==> src/rtl/interp_mult_bank.sv <==
// Interpolation multiple bank: slot k of mult_bus receives (k+1)*E, one slot per cycle.
// Define INTERP_MULT_SAT_EN to clamp out-of-range multiples; otherwise they wrap to OUT_W bits.
module interp_mult_bank #(
  parameter int IN_W     = 16,
  parameter int OUT_W    = 20,
  parameter int NUM_MULT = 5
) (
  input  logic                      clk,
  input  logic                      rst,
  input  logic                      in_valid,
  output logic                      in_ready,
  input  logic [IN_W-1:0]           in_e,
  input  logic                      clear,
  output logic [NUM_MULT*OUT_W-1:0] mult_bus,
  output logic [NUM_MULT-1:0]       mult_vld,
  output logic                      busy,
  output logic                      done
);

  localparam int ACC_W = IN_W + $clog2(NUM_MULT) + 1;
  localparam int EXT_W = (ACC_W > OUT_W) ? ACC_W : OUT_W;
  // idx counts one past the last slot so the final write gets its own ACCUM cycle
  localparam int IDX_W = $clog2(NUM_MULT + 1);
  localparam logic [IDX_W-1:0] IDX_END = IDX_W'(NUM_MULT);

  typedef enum logic [1:0] {
    IDLE  = 2'd0,
    ACCUM = 2'd1,
    DONE  = 2'd2
  } state_t;

  state_t                   state_r;
  state_t                   state_s;
  logic signed [IN_W-1:0]   e_r;
  logic signed [ACC_W-1:0]  acc_r;
  logic signed [ACC_W-1:0]  acc_s;
  logic signed [ACC_W-1:0]  e_in_s;
  logic [IDX_W-1:0]         idx_r;
  logic [OUT_W-1:0]         slot_r [NUM_MULT];
  logic [NUM_MULT-1:0]      vld_r;
  logic                     ready_r;
  logic                     busy_r;
  logic                     done_r;
  logic                     fire_s;
  logic                     last_s;

  // Narrow an accumulator value to the stored slot width.
  function automatic logic [OUT_W-1:0] narrow(input logic signed [ACC_W-1:0] v);
`ifdef INTERP_MULT_SAT_EN
    logic signed [EXT_W-1:0] x;
    logic signed [EXT_W-1:0] hi;
    logic signed [EXT_W-1:0] lo;
    x  = EXT_W'(v);
    hi = '0;
    hi[OUT_W-2:0] = '1;
    lo = '1;
    lo[OUT_W-2:0] = '0;
    if (x > hi) begin
      narrow = hi[OUT_W-1:0];
    end else if (x < lo) begin
      narrow = lo[OUT_W-1:0];
    end else begin
      narrow = x[OUT_W-1:0];
    end
`else
    narrow = OUT_W'(v);
`endif
  endfunction

  // Handshake, end-of-run detect and next accumulator value.
  always_comb begin
    fire_s = in_valid && ready_r && (state_r == IDLE);
    last_s = (idx_r == IDX_END);
    e_in_s = ACC_W'($signed(in_e));
    acc_s  = acc_r + ACC_W'(e_r);
  end

  // Next-state logic; clear overrides everything.
  always_comb begin
    state_s = state_r;
    if (clear) begin
      state_s = IDLE;
    end else begin
      case (state_r)
        IDLE: begin
          if (fire_s) begin
            state_s = (NUM_MULT == 1) ? DONE : ACCUM;
          end else begin
            state_s = IDLE;
          end
        end
        ACCUM: begin
          if (last_s) begin
            state_s = DONE;
          end else begin
            state_s = ACCUM;
          end
        end
        DONE:    state_s = IDLE;
        default: state_s = IDLE;
      endcase
    end
  end

  // State register and registered status outputs decoded from the next state.
  always_ff @(posedge clk or negedge rst) begin
    if (!rst) begin
      state_r <= IDLE;
      ready_r <= 1'b0;
      busy_r  <= 1'b0;
      done_r  <= 1'b0;
    end else begin
      state_r <= state_s;
      ready_r <= (state_s == IDLE);
      busy_r  <= (state_s != IDLE);
      done_r  <= (state_s == DONE);
    end
  end

  // Datapath: latch E, accumulate and store one multiple per cycle.
  always_ff @(posedge clk or negedge rst) begin
    if (!rst) begin
      e_r   <= '0;
      acc_r <= '0;
      idx_r <= '0;
      vld_r <= '0;
      for (int k = 0; k < NUM_MULT; k++) begin
        slot_r[k] <= '0;
      end
    end else if (clear) begin
      e_r   <= '0;
      acc_r <= '0;
      idx_r <= '0;
      vld_r <= '0;
      for (int k = 0; k < NUM_MULT; k++) begin
        slot_r[k] <= '0;
      end
    end else if (fire_s) begin
      e_r       <= $signed(in_e);
      acc_r     <= e_in_s;
      idx_r     <= IDX_W'(1);
      vld_r     <= '0;
      vld_r[0]  <= 1'b1;
      slot_r[0] <= narrow(e_in_s);
    end else if ((state_r == ACCUM) && !last_s) begin
      acc_r <= acc_s;
      idx_r <= idx_r + IDX_W'(1);
      for (int k = 0; k < NUM_MULT; k++) begin
        if (idx_r == IDX_W'(k)) begin
          slot_r[k] <= narrow(acc_s);
          vld_r[k]  <= 1'b1;
        end
      end
    end
  end

  for (genvar g = 0; g < NUM_MULT; g++) begin : g_bus
    assign mult_bus[g*OUT_W +: OUT_W] = slot_r[g];
  end

  assign in_ready = ready_r;
  assign mult_vld = vld_r;
  assign busy     = busy_r;
  assign done     = done_r;

endmodule

==> config.mk <==
export PLATFORM = sky130hd
export DESIGN_NAME = interp_mult_bank
export DESIGN_NICKNAME = d
export VERILOG_FILES = /design/src/rtl/interp_mult_bank.sv
export SDC_FILE = /design/constraint.sdc
export NUM_CORES = 1
export LEC_CHECK = 0
export CAP_MARGIN = 25
export CORE_MARGIN = 1
export CORE_UTILIZATION = 43
export CTS_CLUSTER_DIAMETER = 50
export CTS_CLUSTER_SIZE = 16
export DETAILED_ROUTE_END_ITERATION = 8
export GPL_TIMING_DRIVEN = 0
export PLACE_DENSITY = 0.67
export SLEW_MARGIN = 20
export SYNTH_ARGS = -nofsm -noshare
export SYNTH_HDL_FRONTEND = slang
export SYNTH_SLANG_ARGS = --single-unit
export TNS_END_PERCENT = 10
==> constraint.sdc <==
create_clock -name clk -period 6.9 [get_ports clk]
set_input_delay 1.38 -clock clk [delete_from_list [all_inputs] [get_ports clk]]
set_output_delay 1.38 -clock clk [all_outputs]
set_load 0.02 [all_outputs]
==> impl_metrics.toml <==
[global_route]
grt_max_degree = 77
gr-total-overflow = 0
grt_pass1_vias = 6173
antenna_found_initial = 0
grt_pass1_wl_um = 35200
grt.total_usage = 0.286

[critical_path]
startpoint = "clear"
crit_fanout = 10
critPathArrivalTime_ps = 3660
critPathCaptureType = "flip-flop"
reg2reg_from = "e_r[0]"
required_ps = 7280
crit_type = "in2reg"
cp.buffers_inverters = 3
start_kind = "input pin"
cp_slowest_cell = "nand2_1"
max_stage_delay_ps = 490
cp_top_family = "buffers and inverters"
crit_top_cell = "clkbuf_1"
path_cells = "clkbuf_1 > clkinv_1 > nand2_1 > a21oi_1 > clkbuf_1 > a211oi_1 > a21o_1"

[placement]
place_hpwl_um = 16800
post-place-ws_ps = 3170
port_buffers = 126
place_congestion = 0.943

[yosys]
syn_inst = 723
synth_top_area_share = 0.531
synth_edf_count = 0
ys_warn_count = 0
netlist_area_sq_mm = 0.00703
ys_seq_area_frac = 0.531
synth_top_cell_by_area = "dfrtp_1"
synth-main-ff-cell = "dfrtp_1"
synth-seq-cells = 149
synthTopCellsByArea = "dfrtp_1, nand2_1, a21oi_1"
ys_types = 60
syn_nets = 768
async_flop_share = 1.00
synth_area_per_cell_sq_um = 9.72

[timing]
max_freq_mhz = 305
fin_crit_sh = 0.475
relSlewSlack = 0.424
worst_pin_slew_ps = 858
setup_viol = 0
tns_ps = 0
rsz0062_at_grt = "false"
fin_skew_ps = 4.95
setup_ws_ps = 3620
maxSlewViolCount = 0
fin_crit_ps = 3280
hold_viol_final = 0

[pwr]
peakVddDrop_mv = 0.200
p_per_area_mw_per_mm2 = 265
p_leak_nw = 3.99

[finish]
drive_above_1_share = 0.0839
nNetsFinal = 914
antenna_cells = 0
synthToLayoutAreaGrowth_pct = 30.4
utilization = 0.575

[routing]
viasPerCell = 5.73
first_pass_iters = 6
dr_total_vias = 6292
ant_nets = 0
remaining_drc_errors = 0
avgRoutedWirePerCell_um = 20.9
drt_iter0_markers = 462
finalWirelength_um = 23000

[run_status]
outcome = "finished clean"

[floorplan]
die_x_um = 130
die-area_sq_mm = 0.0169
core-area_sq_mm = 0.0159
io_pins = 128
start_util = 0.441
die_h_um = 130
rows = 46

[clock_tree]
cts_resized = 0
insertion_delay_ps = 440
cts_hold_buf = 0
clkSinkCount = 149
cts_max_level = 4
cts_tree = "built"
clockBufferDepth = 2
clkTransAtPathRegs_ps = 70
cts_setup_buffers = 0
cts_root_buf = "clkbuf_16"
numCtsBuffers = 17

[min_path]
min_from = "mult_bus[84]"
hold_path.class = "reg2reg"

[job]
maxCapViolations = 0
==> worst min-delay path: cells and delay by family (launching register included) <==
| kind | cells | cell delay, ps |
|---|---|---|
| compound gates | 1 | 60 |
| simple gates | 1 | 40 |
| flops | 1 | 340 |
==> through the flow <==
step / cells / hold WS [ps] / power [mW] / instance area [sq um]
floorplan: 723 / 477 / 1.29 / 7030
global placement: 1065 / 460 / 1.52 / 8560
detailed placement: 1066 / 471 / 1.53 / 8590
CTS: 1098 / 486 / 2.43 / 9160
global route: 1098 / 514 / 2.52 / 9160
finish: 1098 / 477 / 2.43 / 9160
==> placed cells by master, fill, tap and decap left out, types with 14 or more instances in the layout <==
| master | instances |
|---|---|
| clkbuf_16 | 17 |
| nor3_1 | 15 |
| ha_1 | 24 |
| nand2_1 | 121 |
| o21ai_0 | 64 |
| mux2_2 | 14 |
| clkbuf_1 | 33 |
| dfrtp_1 | 149 |
| a21oi_1 | 87 |
| nor2_1 | 58 |
| nand3_1 | 21 |
| clkdlybuf4s50_1 | 125 |
==> Yosys cell counts, types with 3 or more instances <==
master	count
clkbuf_1	33
and2_1	4
nand4_1	3
ha_1	24
o221ai_1	5
a211oi_1	10
dfrtp_1	149
a21boi_0	4
nand2_1	121
mux2_2	14
xnor2_1	8
o211ai_1	3
o22ai_1	6
and3_1	5
a31o_2	7
buf_1	6
o21ai_0	64
nand3_1	21
a311oi_1	3
a22o_1	6
inv_1	5
a21oi_1	87
nand2b_1	4
nor3_1	15
a21o_1	7
nor2_1	58
a31oi_1	6
xor2_1	8
==> final timing paths <==
path                                     end  cells after the start  slack [ps]
worst max register to register  mult_bus[72]                      9        3910
worst max-delay path             mult_bus[1]                      7        3620
worst min-delay path            mult_bus[84]                      2         480
worst min register to register  mult_bus[84]                      2         480
max in group asynchronous       mult_bus[74]                      2        5210
min in group asynchronous       mult_bus[10]                      1         910
==> state kept, by name, indices dropped and copies added (netlist names) <==
signal    cells
e_r          16
done          1
mult_bus    100
mult_vld      5
busy          1
in_ready      1
acc_r        20
state_r       2
idx_r         3
==> power by group <==
group | switching (mW) | total (mW) | internal (mW)
Sequential | 0.0431 | 0.983 | 0.940
Clock | 0.418 | 0.905 | 0.487
Combinational | 0.344 | 0.539 | 0.196
Total | 0.805 | 2.43 | 1.62
==> cell type report <==
cell class | instances | area [sq um]
well taps | 216 | 270
repair buffers | 127 | 1290
plain buffers | 42 | 176
fillers | 1424 | 6780
multi-input cells | 526 | 3100
flip-flops and latches | 149 | 3730
clock inverters | 14 | 130
inverters | 6 | 22.5
clock buffers | 18 | 439
==> layer usage <==
layer,up-vias,track usage,wire length [um]
li1,2852,-,-
met1,3122,0.378,9940
met2,276,0.454,10700
met3,42,0.0656,1610
met4,0,0.118,685
met5,-,0,0
==> cell families (layout without fill, tap and decap cells) <==
kind of cell    count (synthesis)  after routing  share of synthesized area
simple gates                  235            235                      0.140
compound gates                234            234                      0.207
flops                         149            149                      0.531
buf+inv                        48            207                     0.0283
fa+ha+maj                      25             25                     0.0456
xor+xnor                       17             17                     0.0239
mux                            15             15                     0.0239
No activity file was read; power rests on OpenSTA's default activity.
